`config.mk`:
```
export PLATFORM = sky130hd
export DESIGN_NAME = mips_alu_unit
export DESIGN_NICKNAME = d
export VERILOG_FILES = /design/src/rtl/mips_alu_pkg.sv /design/src/rtl/adder32.sv /design/src/rtl/mips_alu_unit.sv
export SDC_FILE = /design/constraint.sdc
export NUM_CORES = 1
export LEC_CHECK = 0
export CORE_MARGIN = 1
export CORE_UTILIZATION = 35
export DETAILED_ROUTE_END_ITERATION = 10
export PLACE_DENSITY_LB_ADDON = 0.3
export SYNTH_ARGS = -nofsm -noshare
export SYNTH_HDL_FRONTEND = slang
export SYNTH_SLANG_ARGS = --single-unit
```
`constraint.sdc`:
```
create_clock -name clk -period 7.7 [get_ports clk]
set_input_delay 1.925 -clock clk [delete_from_list [all_inputs] [get_ports clk]]
set_output_delay 1.925 -clock clk [all_outputs]
set_load 0.1 [all_outputs]
```
`src/rtl/mips_alu_pkg.sv`:
```
// Shared encodings for the execute-stage ALU: ALU_OP classes, ALU control codes, R-type funct values.
package mips_alu_pkg;

    localparam int unsigned ALUOP_W = 2;
    localparam int unsigned CTL_W   = 3;
    localparam int unsigned FUNCT_W = 6;

    localparam logic [ALUOP_W-1:0] ALUOP_ADD   = 2'b00;
    localparam logic [ALUOP_W-1:0] ALUOP_SUB   = 2'b01;
    localparam logic [ALUOP_W-1:0] ALUOP_FUNCT = 2'b10;
    localparam logic [ALUOP_W-1:0] ALUOP_OR    = 2'b11;

    localparam logic [CTL_W-1:0] CTL_AND = 3'b000;
    localparam logic [CTL_W-1:0] CTL_OR  = 3'b001;
    localparam logic [CTL_W-1:0] CTL_ADD = 3'b010;
    localparam logic [CTL_W-1:0] CTL_NOR = 3'b100;
    localparam logic [CTL_W-1:0] CTL_SUB = 3'b110;
    localparam logic [CTL_W-1:0] CTL_SLT = 3'b111;

    localparam logic [FUNCT_W-1:0] FUNCT_ADD = 6'b100000;
    localparam logic [FUNCT_W-1:0] FUNCT_SUB = 6'b100010;
    localparam logic [FUNCT_W-1:0] FUNCT_AND = 6'b100100;
    localparam logic [FUNCT_W-1:0] FUNCT_OR  = 6'b100101;
    localparam logic [FUNCT_W-1:0] FUNCT_NOR = 6'b100111;
    localparam logic [FUNCT_W-1:0] FUNCT_SLT = 6'b101010;

endpackage

```
`src/rtl/adder32.sv`:
```
// Ripple-agnostic adder with carry-in and carry-out; shared by the ALU and the PC incrementer.
module adder32 #(
    parameter int unsigned WIDTH = 32
) (
    input  logic [WIDTH-1:0] a,
    input  logic [WIDTH-1:0] b,
    input  logic             carryIn,
    output logic [WIDTH-1:0] sum,
    output logic             carryOut
);

    assign {carryOut, sum} = {1'b0, a} + {1'b0, b} + (WIDTH+1)'(carryIn);

endmodule

```
`src/rtl/mips_alu_unit.sv`:
```
// Execute-stage block: ALU-control decode, 32-bit ALU with registered result/flags, and PC+4.
module mips_alu_unit
    import mips_alu_pkg::*;
#(
    parameter int unsigned WIDTH = 32
) (
    input  logic               clk,
    input  logic               rst,
    input  logic               En,
    input  logic [WIDTH-1:0]   In1,
    input  logic [WIDTH-1:0]   In2,
    input  logic [FUNCT_W-1:0] Funct,
    input  logic [ALUOP_W-1:0] ALU_OP,
    input  logic [WIDTH-1:0]   PC,
    output logic [CTL_W-1:0]   Control,
    output logic [WIDTH-1:0]   PCPlus4,
    output logic [WIDTH-1:0]   Out,
    output logic               Zero,
    output logic               Overflow,
    output logic               Valid
);

    localparam logic [WIDTH-1:0] PC_STEP = WIDTH'(4);

    logic             isSub;
    logic [WIDTH-1:0] addB;
    logic [WIDTH-1:0] addSum;
    logic             addOvf;
    logic             sltBit;
    logic [WIDTH-1:0] result;
    logic             resultOvf;
    logic             unusedAluCout;
    logic             unusedPcCout;

    // ALU-control decode
    always_comb begin
        Control = CTL_ADD;
        case (ALU_OP)
            ALUOP_ADD: Control = CTL_ADD;
            ALUOP_SUB: Control = CTL_SUB;
            ALUOP_OR:  Control = CTL_OR;
            default: begin
                case (Funct)
                    FUNCT_ADD: Control = CTL_ADD;
                    FUNCT_SUB: Control = CTL_SUB;
                    FUNCT_AND: Control = CTL_AND;
                    FUNCT_OR:  Control = CTL_OR;
                    FUNCT_NOR: Control = CTL_NOR;
                    FUNCT_SLT: Control = CTL_SLT;
                    default:   Control = CTL_ADD;
                endcase
            end
        endcase
    end

    // SUB and SLT both run In1 + ~In2 + 1 through the shared adder
    assign isSub = (Control == CTL_SUB) || (Control == CTL_SLT);
    assign addB  = isSub ? ~In2 : In2;

    adder32 #(.WIDTH(WIDTH)) uAluAdd (
        .a        (In1),
        .b        (addB),
        .carryIn  (isSub),
        .sum      (addSum),
        .carryOut (unusedAluCout)
    );

    assign addOvf = (In1[WIDTH-1] == addB[WIDTH-1]) && (addSum[WIDTH-1] != In1[WIDTH-1]);
    // Sign of the difference corrected by overflow gives the true signed less-than
    assign sltBit = addSum[WIDTH-1] ^ addOvf;

    adder32 #(.WIDTH(WIDTH)) uPcAdd (
        .a        (PC),
        .b        (PC_STEP),
        .carryIn  (1'b0),
        .sum      (PCPlus4),
        .carryOut (unusedPcCout)
    );

    // ALU result mux
    always_comb begin
        result    = '0;
        resultOvf = 1'b0;
        case (Control)
            CTL_AND: result = In1 & In2;
            CTL_OR:  result = In1 | In2;
            CTL_NOR: result = ~(In1 | In2);
            CTL_ADD, CTL_SUB: begin
                result    = addSum;
                resultOvf = addOvf;
            end
            CTL_SLT: result = WIDTH'(sltBit);
            default: result = '0;
        endcase
    end

    // Output registers; result and flags hold while En is low
    always_ff @(posedge clk or negedge rst) begin
        if (!rst) begin
            Out      <= '0;
            Zero     <= 1'b0;
            Overflow <= 1'b0;
            Valid    <= 1'b0;
        end else begin
            Valid <= En;
            if (En) begin
                Out      <= result;
                Zero     <= (result == '0);
                Overflow <= resultOvf;
            end
        end
    end

endmodule

```
# Word level (Yosys, flattened, before mapping)
# Index checks and enable logic that the tools add are counted.
# totals
inputBits	107
wordCells	37
out_inout_bits	70
regBits	35
# classes
addsub	3
bitwise	5
n_reduce_logical	6
n_eq_ne	14
n_mux	5
# ops
operator	n
$pmux 32 s5	1
$not 32->32	2
$add 32x1->32	1
$add 32x3->32 const B	1
$add 32x32->32	1
$and 32x32->32	1
$logic_not 32->1	1
$mux 32	1
$or 32x32->32	1
$eq 6x6->1 const B	5
$pmux 3 s5	1
$eq 3x3->1 const B	3
$pmux 3 s3	1
$eq 3x1->1 const B	1
$eq 3x2->1 const B	1
$logic_not 3->1	1
$eq 2x1->1 const B	1
$eq 2x2->1 const B	1
$logic_not 2->1	1
$reduce_or 2->1	1
$eq 1x1->1	1
$logic_and 1x1->1	1
$logic_or 1x1->1	1
$mux 1	1
other kinds (2)	2

# Longest topological paths before layout
# depth
depth_word	13
mapped_depth	18
mapped_depth_nobuf	14

# By module
# From an unflattened synthesis, not the netlist that was laid out.
# unflattened
cells_unflattened	881
hier_area_um2	6613.8
# by_module_without_submodules
mod	cells_each	seq_area_each_um2	n_inst	area_each_um2
mips_alu_unit	389	875.8	1	3105.5
adder32 at uAluAdd	259	0.0	1	1854.3
adder32 at uPcAdd	233	0.0	1	1654.1

# Least setup slack after synthesis
# No wires, ideal clock.
# synth_timing
path_type	input -> output
from	input port PC[4]
to	output port PCPlus4[25]
path_slack_ns	1.056
path_buffers	0
path_stages	6
required_time_ns	5.775
t_arrival_ns	4.719
cell_sequence	and3_1 and2_1 nand4_1 or2_2 or3_1 xnor2_1
# synth_via
elab_chain_len	1
# synth_lines
item	line	rtl
start, declared	mips_alu_unit.sv:14	input logic [WIDTH-1:0] PC,
$add 32x3->32	adder32.sv:12	assign {carryOut, sum} = {1'b0, a} + {1'b0, b} + (WIDTH+1)'(carryIn);
end, declared	mips_alu_unit.sv:16	output logic [WIDTH-1:0] PCPlus4,
# Every way passes these cells.

# Worst setup path after layout
# layout_timing
from	input port Funct[0]
to	register Zero
# layout_via
elab_chain_len	13
word_cells_on_any_way	24
cone_classes	add/sub (2); eq/ne (12); mux (4); bitwise (1); reduce/logical (5)
# layout_lines
item	line	rtl
start, declared	mips_alu_unit.sv:12	input logic [FUNCT_W-1:0] Funct,
$eq 6x6->1	mips_alu_unit.sv:43	case (Funct)
$pmux 3 s5 *	mips_alu_unit.sv:43	
$pmux 3 s3 *	mips_alu_unit.sv:38	case (ALU_OP)
$eq 3x3->1	mips_alu_unit.sv:57, mips_alu_unit.sv:84	
$logic_or 1x1->1	mips_alu_unit.sv:57	assign isSub = (Control == CTL_SUB) || (Control == CTL_SLT);
$mux 32	mips_alu_unit.sv:58	assign addB = isSub ? ~In2 : In2;
$add 32x32->32	adder32.sv:12	
$add 32x1->32	adder32.sv:12	
$ne 1x1->1	mips_alu_unit.sv:68	assign addOvf = (In1[WIDTH-1] == addB[WIDTH-1]) && (addSum[WIDTH-1] != In1[WIDTH-1]);
$logic_and 1x1->1	mips_alu_unit.sv:68	
$xor 1x1->1	mips_alu_unit.sv:70	assign sltBit = addSum[WIDTH-1] ^ addOvf;
$pmux 32 s5 *	mips_alu_unit.sv:84	case (Control)
$logic_not 32->1 *	mips_alu_unit.sv:108	Zero <= (result == '0);
end signal, assigned	mips_alu_unit.sv:108	
end, declared	mips_alu_unit.sv:18	output logic Zero,
# Mark *: on every way between the ends. The rest lies on a longest branch, timed or not.
# A chain may end at the register's enable or synchronous reset.

==> metrics.cfg <==
[die]
die_w_um=126
initial_core_util=0.365
rows=44
core-area_mm2=0.0148
dieArea_mm2=0.0159
io_pins=177
fp.dieH_um=126

[synthesis]
synth_area_mm2=0.00539
ys_warn_count=0
synth_fp_nets=867
synth_most_common_cell=nand2_1
synth_common_cells=82 x nand2_1, 70 x a21oi_1, 62 x xnor2_1
async_flop_share=1.00
synth-main-ff-cell=dfrtp_1
yosysUniqueCellTypes=75
synth_top_area_frac=0.162
yosys-top-cells-area=dfrtp_1 16%, xnor2_1 10%, ha_1 7.9%
synth_seq_cells=35
synth_top_cell_by_area=dfrtp_1
synth.avg_cell_area_um2=7.44
yosysSeqAreaShare=0.162
netlist_instances=725
synth_edf_count=0

[drt]
routed_wl_um=19600
ant_nets=0
wl_per_cell_um=18.5
detail_route.vias_per_cell=5.91
drt-pass1-iter-count=5
remaining_drc_errors=0
initialDrtViolationCount=611
dr_total_vias=6283

[global_route]
top_usage_layer=met2
use_met2=0.406
antenna_found_initial=0
grt_pass1_wl_um=31400
grt_start_max_net_pins=61
met1_usage=0.323
use_met3=0.0395
grt_usage=0.243
grt_pass1_vias=5986
grt_overflow=0

[clock_network]
cts_buffer_depth=2
cts_hold_buf=0
cts_max_level=2
insertion_delay_ps=270
clockRootBuffer=clkbuf_16
cts_tree=done
cts_resized=0
clk_pin_slew_worst_paths_ps=60
post_cts_buffers=0
clkSinkCount=35
cts_made_buffers=5

[critical_path]
required_ps=7880
cp-start-kind=input port
crit_path_end_kind=flip-flop
crit_arrival_ps=7060
crit_fanout=20
critPathKind=input port to flip-flop

[timing]
worst_pin_slew_ps=1000
rsz0062_at_grt=false
slew_viol_final=0
fin_crit_sh=0.894
period_needed_ps=6880
fmax_mhz=145
fin_skew_ps=0
max_slew_margin=0.324
finalSetupTns_ps=0
layout_setup_ws_ps=819
hold_viol_final=0
setup_viol=0

[flow_run]
drv_cap=0

[cells_and_area]
finish.instance_area_mm2=0.00735
area_growth_pct=36.4
drive_gt1_frac=0.0727
final_net_count=1021
fillers=1447
fin_cells=1064
diodes=0

[outcome]
status=complete, no violations

[pwr]
max-vdd-ir-drop_v=0.000169
power_per_cell_area_mw_per_mm2=199
power.total_uw=1460
p_leak_uw=0.00291

[place]
place_congestion=1.05
dp.cells=1056
placed_cell_area_mm2=0.00721
dp_slack_ps=644
port_buffers=172
hpwlAfterDp_um=15600

[hold_path]
min_path_type=flip-flop to flip-flop

==> layout make-up <==
type / instances / area, um2 / share of cell area
sequential: 35 / 876 / 0.119
timing repair buffer: 181 / 1730 / 0.236
clock inverter: 1 / 5.00 / 0.000681
multi-input combinational: 640 / 4320 / 0.587
inverter: 16 / 60.1 / 0.00817
tap: 184 / 230 / 0.0313
clock buffer: 7 / 133 / 0.0180
==> stage by stage <==
step | utilization | hold WS (ps)
2_1_floorplan | - | 963
3_3_place_gp | 0.489 | 476
3_5_place_dp | 0.489 | 491
4_1_cts | 0.498 | 506
5_1_grt | 0.498 | 534
6_report | 0.498 | 498
==> cell usage in the layout (no fill, tap or decap), types with 6 or more instances in the layout <==
cell type / n
mux2_2: 10
nand2b_1: 10
o21ai_0: 39
xnor2_1: 62
nand3_1: 26
inv_1: 16
nand4_1: 17
nor3_1: 36
a21o_1: 16
nor2b_1: 7
nand2_1: 82
xor2_1: 16
a221oi_1: 11
a221o_1: 14
ha_1: 34
buf_4: 30
a211oi_1: 7
and2_1: 8
and3_1: 7
a21oi_1: 70
clkdlybuf4s50_1: 150
a31oi_1: 10
nor2_1: 54
o211ai_1: 9
a2111oi_0: 6
dfrtp_1: 35
==> final timing paths <==
path / from / to / slack [ps] / depth (start not counted)
setup / recovery: Funct[0] / Zero / 820 / 15
hold / removal: Out[8] / Out[8] / 500 / 2
setup reg to reg: Out[25] / Out[25] / 6900 / 1
hold reg to reg: Out[8] / Out[8] / 500 / 2
max in group asynchronous: rst / Out[3] / 5290 / 2
min in group asynchronous: rst / Out[21] / 2070 / 2
==> flip-flops by register name, indices dropped and copies added, names as in the netlist <==
name      flops
Out          32
Overflow      1
Zero          1
Valid         1
==> layer usage <==
layer  part of all wire  vias to the layer above
met5                  0                        -
li1                   -                     3046
met1               0.45                     2912
met3              0.066                       41
met4              0.028                        0
met2               0.46                      284
==> kinds of logic (layout without fill, tap and decap cells) <==
group	Yosys count	after routing	share of synthesized area
flops	35	35	0.162
mux	15	15	0.0302
fa+ha+maj	38	38	0.0882
xor+xnor	78	78	0.127
buf+inv	50	205	0.0378
simple gates	275	275	0.252
compound gates	234	234	0.303
==> critical path, cell delays in order <==
cell,delay [ps]
clkdlybuf4s50_1,540
or4b_4,630
o21a_2,440
buf_4,330
xnor2_1,150
ha_1,420
nand3_1,290
nor2_1,250
o211ai_1,190
a2111oi_0,640
mux2i_1,240
o311ai_0,220
a2111oi_2,380
nand4_1,160
o41ai_2,220
==> report_power, final <==
group          total [uW]  switching (uW)  internal, uW
Clock                 193            73.6           120
Combinational        1020             708           310
Sequential            251            26.3           225
Total                1460             808           654
Note: power is estimated with default switching activity, not from simulation.
